$ cat src/rtl/core_mc_seq_pkg.sv
// Shared definitions for the multi-cycle fetch/execute sequencer.
package core_pkg;

    typedef enum logic [2:0] {
        S_IDLE  = 3'd0,
        S_FETCH = 3'd1,
        S_EXEC  = 3'd2,
        S_MEM   = 3'd3,
        S_WB    = 3'd4,
        S_HALT  = 3'd5,
        S_FAULT = 3'd6
    } state_e;

    typedef enum logic [1:0] {
        FC_NONE     = 2'd0,
        FC_IMEM_TO  = 2'd1,
        FC_DMEM_TO  = 2'd2,
        FC_MISALIGN = 2'd3
    } fault_e;

    localparam logic [31:0] NOP_INSN = 32'h0000_0013;

endpackage

$ cat src/rtl/core_mc_seq_mem_wait_timer.sv
// Memory wait counter shared by the fetch and data-access phases.
module mem_wait_timer #(
    parameter int unsigned TIMEOUT = 16
) (
    input  logic clock,
    input  logic reset,
    input  logic active_i,
    input  logic ack_i,
    output logic expire_o
);

    localparam int unsigned CW = (TIMEOUT > 1) ? $clog2(TIMEOUT) : 1;
    localparam logic [CW-1:0] LIMIT = (TIMEOUT == 0) ? '0 : CW'(TIMEOUT - 1);

    logic [CW-1:0] cnt_q, cnt_d;

    // Expiry fires in the cycle the count would reach TIMEOUT; a same-cycle ack wins.
    assign expire_o = (TIMEOUT != 0) && active_i && !ack_i && (cnt_q == LIMIT);

    always_comb begin
        cnt_d = cnt_q;
        if (!active_i || ack_i) begin
            cnt_d = '0;
        end else if (!expire_o && (TIMEOUT != 0)) begin
            cnt_d = cnt_q + CW'(1);
        end
    end

    always_ff @(posedge clock or posedge reset) begin
        if (reset) begin
            cnt_q <= '0;
        end else begin
            cnt_q <= cnt_d;
        end
    end

endmodule

$ cat src/rtl/core_mc_seq.sv
// Multi-cycle sequencer owning PC, IR, MDR and counters around a combinational decoder/ALU.
module core_mc_seq
    import core_pkg::*;
#(
    parameter int unsigned        DWIDTH    = 32,
    parameter logic [DWIDTH-1:0]  RESET_PC  = '0,
    parameter int unsigned        TIMEOUT   = 16,
    parameter int unsigned        CNT_WIDTH = 32
) (
    input  logic                 clock,
    input  logic                 reset,
    input  logic                 start,
    input  logic                 step_mode,
    input  logic                 stop,
    output logic                 imem_req,
    output logic [DWIDTH-1:0]    imem_addr,
    input  logic                 imem_ack,
    input  logic [DWIDTH-1:0]    imem_rdata,
    output logic                 dmem_req,
    output logic                 dmem_we,
    input  logic                 dmem_ack,
    input  logic [DWIDTH-1:0]    dmem_rdata,
    input  logic                 dec_mem,
    input  logic                 dec_store,
    input  logic                 dec_regwen,
    input  logic                 dec_halt,
    input  logic                 pc_sel,
    input  logic [DWIDTH-1:0]    alu_result,
    output logic [DWIDTH-1:0]    pc,
    output logic [DWIDTH-1:0]    pc_plus4,
    output logic [DWIDTH-1:0]    ir,
    output logic [DWIDTH-1:0]    mdr,
    output logic                 reg_we,
    output logic [2:0]           state_o,
    output logic                 halted,
    output logic                 fault,
    output logic [1:0]           fault_cause,
    output logic [CNT_WIDTH-1:0] cycle_cnt,
    output logic [CNT_WIDTH-1:0] instret_cnt
);

    state_e                state_q;
    logic [DWIDTH-1:0]     pc_q, ir_q, mdr_q;
    logic [CNT_WIDTH-1:0]  cycle_q, instret_q;
    fault_e                cause_q;
    logic                  imem_req_q, dmem_req_q, halted_q, fault_q;
    logic                  wait_active, wait_ack, wait_expire;
    logic                  misalign;
    logic                  busy;

    assign wait_active = (state_q == S_FETCH) || (state_q == S_MEM);
    assign wait_ack    = (state_q == S_FETCH) ? imem_ack : dmem_ack;

    mem_wait_timer #(.TIMEOUT(TIMEOUT)) u_timer (
        .clock    (clock),
        .reset    (reset),
        .active_i (wait_active),
        .ack_i    (wait_ack),
        .expire_o (wait_expire)
    );

    assign misalign = pc_sel && alu_result[1];
    assign busy     = (state_q == S_FETCH) || (state_q == S_EXEC) ||
                      (state_q == S_MEM)   || (state_q == S_WB);

    always_ff @(posedge clock or posedge reset) begin
        if (reset) begin
            state_q    <= S_IDLE;
            pc_q       <= RESET_PC;
            ir_q       <= DWIDTH'(NOP_INSN);
            mdr_q      <= '0;
            cycle_q    <= '0;
            instret_q  <= '0;
            cause_q    <= FC_NONE;
            imem_req_q <= 1'b0;
            dmem_req_q <= 1'b0;
            halted_q   <= 1'b0;
            fault_q    <= 1'b0;
        end else begin
            if (busy) begin
                cycle_q <= cycle_q + CNT_WIDTH'(1);
            end
            unique case (state_q)
                S_IDLE: begin
                    if (start) begin
                        state_q    <= S_FETCH;
                        imem_req_q <= 1'b1;
                    end
                end
                S_FETCH: begin
                    if (imem_ack) begin
                        ir_q       <= imem_rdata;
                        state_q    <= S_EXEC;
                        imem_req_q <= 1'b0;
                    end else if (wait_expire) begin
                        cause_q    <= FC_IMEM_TO;
                        fault_q    <= 1'b1;
                        state_q    <= S_FAULT;
                        imem_req_q <= 1'b0;
                    end
                end
                S_EXEC: begin
                    if (dec_halt) begin
                        halted_q <= 1'b1;
                        state_q  <= S_HALT;
                    end else if (dec_mem) begin
                        dmem_req_q <= 1'b1;
                        state_q    <= S_MEM;
                    end else begin
                        state_q <= S_WB;
                    end
                end
                S_MEM: begin
                    if (dmem_ack) begin
                        if (!dec_store) begin
                            mdr_q <= dmem_rdata;
                        end
                        dmem_req_q <= 1'b0;
                        state_q    <= S_WB;
                    end else if (wait_expire) begin
                        cause_q    <= FC_DMEM_TO;
                        fault_q    <= 1'b1;
                        dmem_req_q <= 1'b0;
                        state_q    <= S_FAULT;
                    end
                end
                S_WB: begin
                    // A misaligned target leaves pc on the offending instruction.
                    if (misalign) begin
                        cause_q <= FC_MISALIGN;
                        fault_q <= 1'b1;
                        state_q <= S_FAULT;
                    end else begin
                        pc_q      <= pc_sel ? {alu_result[DWIDTH-1:1], 1'b0} : pc_plus4;
                        instret_q <= instret_q + CNT_WIDTH'(1);
                        if (stop || step_mode) begin
                            state_q <= S_IDLE;
                        end else begin
                            state_q    <= S_FETCH;
                            imem_req_q <= 1'b1;
                        end
                    end
                end
                S_HALT, S_FAULT: begin
                end
                default: begin
                    state_q <= S_IDLE;
                end
            endcase
        end
    end

    assign imem_req    = imem_req_q;
    assign imem_addr   = pc_q;
    assign dmem_req    = dmem_req_q;
    assign dmem_we     = dmem_req_q && dec_store;
    assign pc          = pc_q;
    assign pc_plus4    = pc_q + DWIDTH'(4);
    assign ir          = ir_q;
    assign mdr         = mdr_q;
    assign reg_we      = (state_q == S_WB) && dec_regwen && !misalign;
    assign state_o     = state_q;
    assign halted      = halted_q;
    assign fault       = fault_q;
    assign fault_cause = cause_q;
    assign cycle_cnt   = cycle_q;
    assign instret_cnt = instret_q;

endmodule

$ cat config.mk
export PLATFORM = sky130hd
export DESIGN_NAME = core_mc_seq
export DESIGN_NICKNAME = d
export VERILOG_FILES = /design/src/rtl/core_mc_seq_pkg.sv /design/src/rtl/core_mc_seq_mem_wait_timer.sv /design/src/rtl/core_mc_seq.sv
export SDC_FILE = /design/constraint.sdc
export NUM_CORES = 1
export LEC_CHECK = 0
export CORE_AREA = 2 2 137 166
export DETAILED_ROUTE_END_ITERATION = 12
export DIE_AREA = 0 0 139 168
export PLACE_DENSITY = 0.74
export SLEW_MARGIN = 30
export SYNTH_ARGS = -nofsm -noshare
export SYNTH_HDL_FRONTEND = slang
export SYNTH_SLANG_ARGS = --single-unit
$ cat constraint.sdc
create_clock -name clock -period 7.7 [get_ports clock]
set_clock_uncertainty 0.2 [all_clocks]
set_input_delay 1.155 -clock clock [delete_from_list [all_inputs] [get_ports clock]]
set_output_delay 1.155 -clock clock [all_outputs]
set_load 0.02 [all_outputs]
==> results.ini <==
[place]
pre_cts_ws_ns=3.36
port_buffers=338
dp_hpwl_um=18200
gp_congestion=0.838

[route]
vias_per_cell=5.21
routed_wl_um=24700
num_vias=7198
dr.pass1.iters=5
antenna_left=0
routedWlPerCell_um=17.8
drt_iter0_drc=277
route.detailed.drc=0

[floorplan]
die_w_um=139
die_y_um=168
start_util_pct=39.2
core_sq_um=21900
io-pin-count=343
fp.dieArea_sq_um=23400
rows=60

[clock_tree]
clk_pin_slew_ns=0.07
clockBufferDepth=2
clock_latency_ns=0.43
root_buffer=clkbuf_16
cts_htree_levels=4
ctsResizeCount=0
cts_tree=built
cts_sinks=172
hold_buffers=0
postCtsSetupBuffers=0
cts_buffers=17

[synthesis]
seq_area_frac_synth_pct=50.1
synth-seq-cells=172
synth_top_family_by_area=simple AND/OR/NAND/NOR gates
syn_inst=794
syn_area_per_cell_sq_um=10.8
synthAdderAreaFrac_pct=0.582
yosysMostFrequentCell=dfrtp_1
synth_compound_area_share_pct=6.79
synth_top_area_share_pct=49.2
synth_xor_area_share_pct=9.26
async_reset_ff_share_pct=100
yosysTopAreaCell=dfrtp_1
ys_top_cells_by_area=dfrtp_1 (49%), mux2_2 (8.0%), xnor2_1 (6.7%)
yosys_warnings=0
synth_edf_count=0
ys.flop_type=dfrtp_1
synth.distinct_cells=60
yosys.area_share.simple_pct=17.9
synthTopCellsByCount=dfrtp_1 (169), xnor2_1 (66), mux2_2 (61)
synth_mux_area_share_pct=9.90
synth_area_sq_um=8600

[sta]
worstMarginPinSlew_ns=0.921
setup_viol=0
finalWorstSetupSlack_ns=3.08
tns_ns=0
period_minus_slack_ns=4.62
hold_violations=0
slew_headroom_pct=38.5
finalCritPeriodShare_pct=60.0
fmaxAchievable_mhz=216
rsz0062_at_grt=false
drv_slew=0

[power]
leakagePower_nw=5.19
p_sw_mw=1.85
pwr-share-comb_pct=48.1
clkPwrFrac_pct=18.2
peakVddDrop_uv=251
powerDensity_nw_per_um2=366
seq_power_share_pct=33.7
power.share.switching_pct=40.2
internal-power_mw=2.76

[flow_run]
max_cap_violations=0

[min_path]
min_delay_path_depth=1
worst_hold_path.endpoint=cycle_cnt[31]
hp-class=reg2reg
timing.hold.worst.start=cycle_cnt[31]

[critical_path]
criticalPathCategory=reg2out
slowest_delay_ns=0.64
required_ns=6.34
r2r_start=state_o[1]
critPathLaunchType=flip-flop
critical_path_arrival_ns=3.27
crit_chain=ha_1 > nand3_4 > nor4_4 > and2_1 > nand4_1 > xnor2_1 > clkdlybuf4s50_1
crit_fanout=9
r2r_slack_ns=4.93
end_kind=primary output
worstReg2RegEnd=imem_addr[30]
slowest_stage=clkdlybuf4s50_1
ff2ff_path_depth=6

[grt]
grt_use_total_pct=20.9
grt_pass1_wl_um=39000
antenna_found_initial=0
grt_max_degree=103
overflow=0
first_global_vias=7314

[final_layout]
drive_gt1_share_pct=11.7
antenna_cells=0
final_nets=1202
synthToLayoutAreaGrowth_pct=46.3

[run_status]
outcome=finished clean

-- per-stage QoR --
stage          hold slack [ns]  area (sq um)  utilization [%]  cells  power [mW]
2_1_floorplan            0.336          8610                -    796        2.75
3_3_place_gp             0.256         12000             54.6   1349        3.76
3_5_place_dp             0.256         12000             54.6   1349        3.79
4_1_cts                  0.276         12600             57.3   1381        4.65
5_1_grt                  0.278         12600             57.4   1382        4.86
6_report                 0.268         12600             57.4   1382        4.61
-- area by class of cell --
cell class / instances / area (sq um)
fill: 1874 / 9330
clock buffer: 18 / 429
clock inverter: 14 / 149
multi-input combinational: 540 / 3850
tap: 279 / 349
sequential: 172 / 4310
inverter: 16 / 67.6
timing repair buffer: 343 / 3440
-- layer usage --
metal	wire length, um	GRT usage [%]	vias to the layer above
met5	0	0	-
met4	725	7.86	0
met3	2240	6.94	42
met2	12500	37.5	319
met1	9160	22.8	3492
li1	-	-	3345
-- kinds of logic (layout without fill, tap and decap cells) --
kind of cell | after synthesis | after routing
other | 1 | 3
buffers and inverters | 84 | 391
multiplexers | 77 | 77
AO/OA/AOI/OAI | 95 | 95
AND/OR/NAND/NOR | 270 | 270
flip-flops | 172 | 172
adder cells (fa/ha/maj) | 4 | 4
XOR/XNOR | 91 | 91
-- flip-flops by register name, indices dropped and copies added (netlist names) --
name / flops
instret_cnt: 32
mdr: 32
cycle_cnt: 32
halted: 1
fault_cause: 2
imem_addr: 31
imem_req: 1
u_timer.cnt_q: 4
dmem_req: 1
state_o: 3
fault: 1
ir: 32
-- power groups by stage --
stage	sequential, mW	combinational, mW	clock (mW)
final	1.55	2.22	0.841
after global routing	1.61	2.35	0.900
after CTS	1.56	2.23	0.861
after detailed placement	1.57	2.21	0
after global placement	1.56	2.20	0
after floorplan	1.82	0.928	0
-- critical path, delay by kind of cell, from the launching register on --
| kind | cells | cell delay, ns |
|---|---|---|
| xor gates and xnor gates | 1 | 0.18 |
| adders and majority gates | 1 | 0.32 |
| buffers and inverters | 1 | 0.64 |
| DFF | 1 | 0.54 |
| and+or+nand+nor | 4 | 1.14 |
-- worst max-delay path by stage --
| stage | from | slack, ns | to | cells after the start |
|---|---|---|---|---|
| floorplan | reset | 1.69 | cycle_cnt[0] | 1 |
| global placement | alu_result[1] | 3.39 | reg_we | 4 |
| detailed placement | alu_result[1] | 3.36 | reg_we | 4 |
| CTS | imem_addr[2] | 3.05 | pc_plus4[28] | 7 |
| global route | imem_addr[2] | 2.83 | pc_plus4[28] | 7 |
| finish | imem_addr[2] | 3.08 | pc_plus4[28] | 7 |
-- placed cells by master (no fill, tap or decap), drive strengths merged, types with 10 or more instances in the layout --
cell type      netlist  routed
clkdlybuf4s50        0     337
dfrtp              169     169
xnor2               66      66
mux2                65      65
nand2               59      59
nand3               53      53
nor2                39      39
o21ai               33      33
nand4               31      31
xor2                25      25
inv                 16      24
nor3                21      21
a21oi               19      19
clkbuf              18      18
and3                13      13
mux2i               12      12
a31oi               10      10
and2                10      10
(Power assumes the default switching activity.)
